===== config.mk =====
export PLATFORM = sky130hd
export DESIGN_NAME = tile_addr_gen
export DESIGN_NICKNAME = d
export VERILOG_FILES = /design/src/rtl/tile_addr_gen.sv
export SDC_FILE = /design/constraint.sdc
export NUM_CORES = 1
export LEC_CHECK = 0
export BUFFER_PORTS_ARGS = -buffer_cell sky130_fd_sc_hd__clkbuf_2
export CAP_MARGIN = 20
export CORE_ASPECT_RATIO = 1.75
export CORE_UTILIZATION = 55
export CTS_BUF_LIST = sky130_fd_sc_hd__clkbuf_4
export DETAILED_ROUTE_END_ITERATION = 10
export GPL_ROUTABILITY_DRIVEN = 0
export PLACE_DENSITY_LB_ADDON = 0.1
export SLEW_MARGIN = 20
export SYNTH_ARGS = -nofsm -noshare
export SYNTH_HDL_FRONTEND = slang
export SYNTH_SLANG_ARGS = --single-unit
export TNS_END_PERCENT = 100

===== constraint.sdc =====
create_clock -name clk -period 3.55 [get_ports clk]
set_input_delay 0.5325 -clock clk [delete_from_list [all_inputs] [get_ports clk]]
set_output_delay 0.5325 -clock clk [all_outputs]
set_load 0.02 [all_outputs]

===== src/rtl/tile_addr_gen.sv =====
// tile_addr_gen: maps VGA scan coordinates to a tile ROM address; the board is double-buffered
// and the shadow copy is moved to the display copy on a vsync falling edge.
module tile_addr_gen #(
   parameter int X0          = 152,
   parameter int Y0          = 72,
   parameter int TILE        = 64,
   parameter int GAP         = 16,
   parameter int SCALE_SHIFT = 2
) (
   input  logic        clk,
   input  logic        clrn,
   input  logic [9:0]  col_addr,
   input  logic [8:0]  row_addr,
   input  logic        vs,
   input  logic        wr_en,
   input  logic [3:0]  wr_cell,
   input  logic [3:0]  wr_exp,
   input  logic        commit_req,
   output logic        busy,
   output logic        commit_done,
   output logic [11:0] addr
);
   localparam int PITCH = TILE + GAP;
   localparam int FW = 4 * TILE + 5 * GAP;
   localparam logic [1:0] C_TILE = 2'd0;
   localparam logic [1:0] C_GAP = 2'd1;
   localparam logic [1:0] C_OUT = 2'd2;

   logic [15:0] cx, cy;
   logic [3:0] hx, hy;
   logic [3:0] dx [4];
   logic [3:0] dy [4];
   logic in_frame;
   logic [1:0] tx, ty;

   logic [1:0] cls_q, cls_d;
   logic [3:0] cell_q, cell_d, u_q, u_d, v_q, v_d;
   logic [11:0] addr_q, addr_d;
   logic [15:0][3:0] shad_q, shad_d, disp_q, disp_d;
   logic vs_q, vs_d, pend_q, pend_d, done_q, done_d;
   logic fall, copy;

   assign cx = {6'd0, col_addr};
   assign cy = {7'd0, row_addr};
   assign in_frame = (cx >= 16'(X0)) && (cx < 16'(X0 + FW)) && (cy >= 16'(Y0)) && (cy < 16'(Y0 + FW));

   // One comparator pair per tile column/row; offsets are only meaningful where the hit is set.
   for (genvar i = 0; i < 4; i++) begin : g_tile
      localparam logic [15:0] XS = 16'(X0 + GAP + i * PITCH);
      localparam logic [15:0] YS = 16'(Y0 + GAP + i * PITCH);
      assign hx[i] = (cx >= XS) && (cx < XS + 16'(TILE));
      assign hy[i] = (cy >= YS) && (cy < YS + 16'(TILE));
      assign dx[i] = 4'((cx - XS) >> SCALE_SHIFT);
      assign dy[i] = 4'((cy - YS) >> SCALE_SHIFT);
   end

   always_comb begin
      tx = '0;
      ty = '0;
      for (int k = 0; k < 4; k++) begin
         if (hx[k]) tx = 2'(k);
         if (hy[k]) ty = 2'(k);
      end
      cls_d = !in_frame ? C_OUT : (|hx && |hy) ? C_TILE : C_GAP;
      cell_d = {ty, tx};
      u_d = dx[tx];
      v_d = dy[ty];
      addr_d = cls_q == C_TILE ? {disp_q[cell_q], v_q, u_q} : cls_q == C_GAP ? 12'hF00 : 12'hF01;
   end

   always_comb begin
      vs_d = vs;
      fall = vs_q & ~vs;
      copy = pend_q & fall;
      pend_d = commit_req | (pend_q & ~fall);
      done_d = copy;
      disp_d = copy ? shad_q : disp_q;
      shad_d = shad_q;
      if (wr_en) shad_d[wr_cell] = wr_exp;
   end

   always_ff @(posedge clk or negedge clrn) begin
      if (!clrn) begin
         cls_q <= C_OUT;
         cell_q <= '0;
         u_q <= '0;
         v_q <= '0;
         addr_q <= 12'hF01;
         shad_q <= '0;
         disp_q <= '0;
         vs_q <= 1'b1;
         pend_q <= 1'b0;
         done_q <= 1'b0;
      end else begin
         cls_q <= cls_d;
         cell_q <= cell_d;
         u_q <= u_d;
         v_q <= v_d;
         addr_q <= addr_d;
         shad_q <= shad_d;
         disp_q <= disp_d;
         vs_q <= vs_d;
         pend_q <= pend_d;
         done_q <= done_d;
      end
   end

   assign busy = pend_q;
   assign commit_done = done_q;
   assign addr = addr_q;
endmodule


# Yosys cells after proc, flatten, opt, wreduce, memory -nomap -nowiden
# Cells that the tools add are included.
[word_totals]
regBits = 157
inputBits = 32
wordCells = 119
[classes]
n_addsub = 8
order_cmp = 25
n_eq_ne = 1
mux = 21
bitwise_logic = 8
n_reduce_logical = 16
[ops]
columns = ["cell", "count"]
rows = [
  ["64-bit bitwise mux", 1],
  ["10-bit by 9-bit < comparator with 1-bit output (second input constant)", 4],
  ["10-bit by 8-bit greater-or-equal comparator with 1-bit output (second input constant)", 3],
  ["9-bit < comparator (second input constant)", 3],
  ["4-bit 2-to-1 mux", 6],
  ["6-bit subtractor (second input constant)", 4],
  ["10-bit by 9-bit greater-or-equal comparator with 1-bit output (second input constant)", 2],
  ["9-bit by 7-bit greater-or-equal comparator with 1-bit output (second input constant)", 2],
  ["9-bit by 8-bit greater-or-equal comparator with 1-bit output (second input constant)", 2],
  ["9-bit by 8-bit < comparator with 1-bit output (second input constant)", 2],
  ["4-bit binary-select mux with 2-bit select", 2],
  ["4-bit binary-select mux with 4-bit select", 1],
  ["4-bit demux with 4-bit select", 1],
  ["1-bit logical AND", 13],
  ["12-bit 2-to-1 mux", 1],
  ["6-bit by 4-bit subtractor with 6-bit output (second input constant)", 2],
  ["6-bit by 5-bit subtractor with 6-bit output (second input constant)", 2],
  ["10-bit by 8-bit < comparator with 1-bit output (second input constant)", 1],
  ["4-bit by 5-bit < comparator with 1-bit output (second input constant)", 2],
  ["2-bit 2-to-1 mux", 5],
  ["9-bit greater-or-equal comparator (second input constant)", 1],
  ["4-bit OR reduction", 2],
  ["3-bit greater-or-equal comparator (second input constant)", 2],
  ["2-bit NOT with 3-bit output", 2],
  ["other kinds (7)", 13],
]

# Longest topological paths before layout
[depth]
ltp_word = 9
depth_mapped = 8
depth_no_buf = 8

# Worst setup path before layout
# OpenSTA, ideal clock, no wires.
[synth_timing]
path_type = "in2reg"
from = "input port row_addr[4]"
to = "register v_q[3]"
setup_time_ns = 0.080
t_arrival_ns = 1.963
required_ns = 3.470
slack_ns = 1.507
cell_stages = 8
n_path_buf = 0
cell_sequence = "inv_1 > ha_1 > or4b_1 > a31oi_1 > o21ai_0 > nor4b_1 > a211oi_2 > xnor2_1"
[synth_between]
elab_chain_cells = 9
[synth_lines]
columns = ["element", "line", "rtl"]
rows = [
  ["start, declared", "13", "input logic [8:0] row_addr,"],
  ["9-bit by 8-bit greater-or-equal comparator with 1-bit output or 9-bit by 8-bit < comparator with 1-bit output (tied branches)", "52", "assign hy[i] = (cy >= YS) && (cy < YS + 16'(TILE));"],
  ["1-bit logical AND", "52", ""],
  ["1-bit 2-to-1 mux", "62", "if (hy[k]) ty = 2'(k);"],
  ["2-bit 2-to-1 mux (2 in series)", "62", ""],
  ["2-bit NOT with 3-bit output (not written as such)", "67", "v_d = dy[ty];"],
  ["4-bit binary-select mux with 2-bit select (*)", "67", ""],
  ["4-bit 2-to-1 mux (not written as such) (*) (2 in series)", "67", ""],
  ["net v_d[3]", "37", "logic [3:0] cell_q, cell_d, u_q, u_d, v_q, v_d;"],
  ["end signal, assigned", "98", "v_q <= v_d;"],
  ["end, declared", "37", ""],
]
# The timed path passes the listed nets; every way through them passes the cells marked *. The select of a mux whose other input is x is not followed.
# A chain may end at the register's enable or synchronous reset.

# Worst setup path in the final report
[layout_timing]
from = "register cell_q[0]"
to = "register addr_q[11] (netlist: addr[11])"
[layout_between]
elab_chain_cells = 3
[layout_lines]
columns = ["element", "line", "rtl"]
rows = [
  ["start, declared", "37", ""],
  ["start signal, assigned", "96", "cell_q <= cell_d;"],
  ["4-bit binary-select mux with 4-bit select", "68", "addr_d = cls_q == C_TILE ? {disp_q[cell_q], v_q, u_q} : cls_q == C_GAP ? 12'hF00 : 12'hF01;"],
  ["4-bit 2-to-1 mux (not written as such)", "68", ""],
  ["12-bit 2-to-1 mux", "68", ""],
  ["net addr_d[11]", "38", "logic [11:0] addr_q, addr_d;"],
  ["end signal, assigned", "99", "addr_q <= addr_d;"],
  ["end, declared", "38", ""],
]
# The timed path passes the listed nets, and every way through them passes these cells. The select of a mux whose other input is x is not followed.

==> metrics <==
standard-cell rows 53; Setup-failing EPs final 0; die footprint 12,800 µm²; Detailed Place HPWL approximately 9900 µm; Synth Area per Inst around 12 µm²; Req. time, crit path 3990 ps; CTS resizes 0; register-to-register setup slack ~1300 ps; Area Overhead vs Synth 9.47%; Congestion Overflow GR 0; Syn Std Cell Area 6770 µm²; clock network power share 0.254; worst reg2reg path depth 3; vias in the first global route 4,490; DRC 0; ys async rst share 1.00; cell family with the largest share of critical-path delay multiplexers; Combinational Power Share 0.162; placed cell area just over 7000 µm²; largest net degree at the start of global routing 88; First-pass DRT Iterations 4; post-synthesis sequential area ratio 0.582; max_slew headroom 0.390; die height around 150 µm; number of DRC markers in iteration 0 between 300 and 400; Synthesized Nets 620; number of flops mapped to enable cells by yosys 0; Worst VDD drop 0.000198 V; flops & latches, synth roughly 160; Die Wd roughly 86 µm; worst r2r src cell_q[0]; Final Hold Fails 0; critical path type reg -> reg; H-tree levels 4; RSZ-0062 raised after global routing no; Period minus WS final around 2300 ps; crit-path cells mux4_1 -> mux4_2 -> nand2b_1; run status finished clean; max_cap viols 0; CTS tree yes; Mapped Cells around 580; library cells used by synthesis 50; CP Capture Type register; Buffers on Ports 45; root buffer cell clkbuf_4; setup TNS 0 ps; Sinks on Clock Net ~160; Peak Freq 437 MHz; post-layout instance area approximately 7400 µm²; Post-Route WL approximately 14,000 µm; worst hold path type in -> async; CTS Buffer Depth 2; final worst setup slack approximately 1300 ps; startpoint class of the critical path register; Reg power frac 0.583; Post-CTS Setup Inserts 0; vias ~4,400; routed len/inst about 18 µm; post-route ant nets 0; register area around 4000 µm²; clk slew on worst S/H paths about 120 ps; Crit Path Max Fanout 16; leakage power about 3.6 nW; PwrDens between 500 and 600 nW/µm²; Worst-Skew Late Latency between 500 and 600 ps; # fillers ~1,000; Crit-path slowest cell dfrtp_1; I/O Pins 46; initial antenna violation count 1; # hold bufs at CTS 0; pre-CTS worst setup slack between 1000 and 1500 ps; core area 12,000 µm²; period utilisation layout 0.645; WP data arrival between 2000 and 3000 ps; Starting Density 0.564; P_int approximately 3.0 mW; Sw Share 0.281; total track usage 0.249; TritonCTS buffer count 17; Main synth FF type dfrtp_1; capturing point of the worst reg2reg path addr[11]; DR vias/cell roughly 5.5; first-pass GRT wire length 23,400 µm; max incr delay on CP about 900 ps; CP Buf/Inv Count 0; multi-input logic area approximately 2700 µm²; fraction of layout cells with a size suffix above 1 0.263; Final Skew 17.8 ps; Synth warnings 0; worst-margin pin slew around 910 ps; final net count ~660; switching pwr 1.16 mW; Slew Viols, Final 0
==> worst max-delay path by stage <==
stage | startpoint | to | slack [ps] | cells after the start
after floorplan | row_addr[4] | v_q[3] | 1510 | 8
after global placement | cell_q[0] | addr[11] | 1310 | 3
after detailed placement | row_addr[4] | v_q[3] | 1230 | 9
after CTS | cell_q[0] | addr[11] | 1220 | 3
after global routing | cell_q[0] | addr[11] | 1100 | 3
final | cell_q[0] | addr[11] | 1260 | 3
==> final cells by class <==
class | instances | share of cell area
sequential | 157 | 0.532
multi-input combinational | 387 | 0.361
timing repair buffer | 48 | 0.0360
tap | 165 | 0.0279
clock buffer | 21 | 0.0213
clock inverter | 11 | 0.0166
inverter | 11 | 0.00574
antenna | 1 | 0.000338
==> registers in the layout, summed over array words and instances, names as in the netlist <==
signal / flops
v_q: 4
cls_q: 2
commit_done: 1
u_q: 4
cell_q: 4
vs_q: 1
busy: 1
disp_q: 64
addr: 12
shad_q: 64
==> per-stage QoR <==
stage	hold WS, ps	power, mW	std cells	utilization
floorplan	237	2.84	581	-
global placement	435	3.09	768	0.593
detailed placement	441	3.12	768	0.593
CTS	54.6	4.17	800	0.617
global route	31.9	4.34	801	0.617
finish	42.6	4.13	801	0.617
==> routing by layer <==
layer / up-vias / track usage / wire, µm
li1: 2034 / - / -
met1: 2258 / 0.281 / 5410
met2: 107 / 0.463 / 8210
met3: 18 / 0.0444 / 491
met4: 0 / 0.0900 / 329
met5: - / 0 / 0
==> power by group through the flow <==
stage / Combinational [mW] / Clock (mW) / Sequential (mW)
finish: 0.670 / 1.05 / 2.41
global route: 0.753 / 1.14 / 2.45
CTS: 0.682 / 1.07 / 2.41
detailed placement: 0.679 / 0 / 2.44
global placement: 0.648 / 0 / 2.44
floorplan: 0.500 / 0 / 2.34
==> cells in the mapped netlist (3+ instances only) <==
library cell | number | area, µm²
nand2_1 | 200 | 751
dfrtp_1 | 150 | 3750
mux2_2 | 64 | 721
clkbuf_1 | 21 | 78.8
mux4_2 | 14 | 315
nand2b_1 | 13 | 81.3
nor2_1 | 12 | 45.0
inv_1 | 11 | 41.3
and2_1 | 7 | 43.8
dfstp_2 | 7 | 184
ha_1 | 7 | 87.6
mux4_1 | 6 | 158
a21oi_1 | 5 | 25.0
a211o_1 | 4 | 35.0
nand3_1 | 4 | 20.0
nor3_1 | 4 | 20.0
a21o_1 | 3 | 22.5
buf_1 | 3 | 11.3
nand3b_1 | 3 | 22.5
nor2b_1 | 3 | 18.8
xnor2_1 | 3 | 26.3
==> kinds of logic (layout without fill, tap and decap cells) <==
family / Yosys count / after routing / synth area share
AOI/OAI and AO/OA: 29 / 29 / 0.0320
xor gates and xnor gates: 5 / 5 / 0.00647
adders and majority gates: 7 / 7 / 0.0129
buffers and inverters: 37 / 91 / 0.0233
DFF: 157 / 157 / 0.582
muxes: 85 / 85 / 0.178
other: 0 / 1 / 0
and+or+nand+nor: 261 / 261 / 0.165
==> placed cells by master (no fill, tap or decap), types with 4 or more instances in the layout <==
cell	n
dfstp_2	7
nand2_1	200
a211o_1	4
and2_1	7
a21oi_1	5
ha_1	7
dfrtp_1	150
nor2_1	12
nand2b_1	13
clkbuf_4	21
nor3_1	4
nand3_1	4
mux4_2	14
mux2_2	64
inv_1	10
mux4_1	6
clkbuf_2	44
==> worst register-to-register path, stage by stage (launching register included) <==
cell,delay [ps]
dfrtp_1,920
mux4_1,690
mux4_2,460
nand2b_1,150
Power figures use the tool's default switching activity.
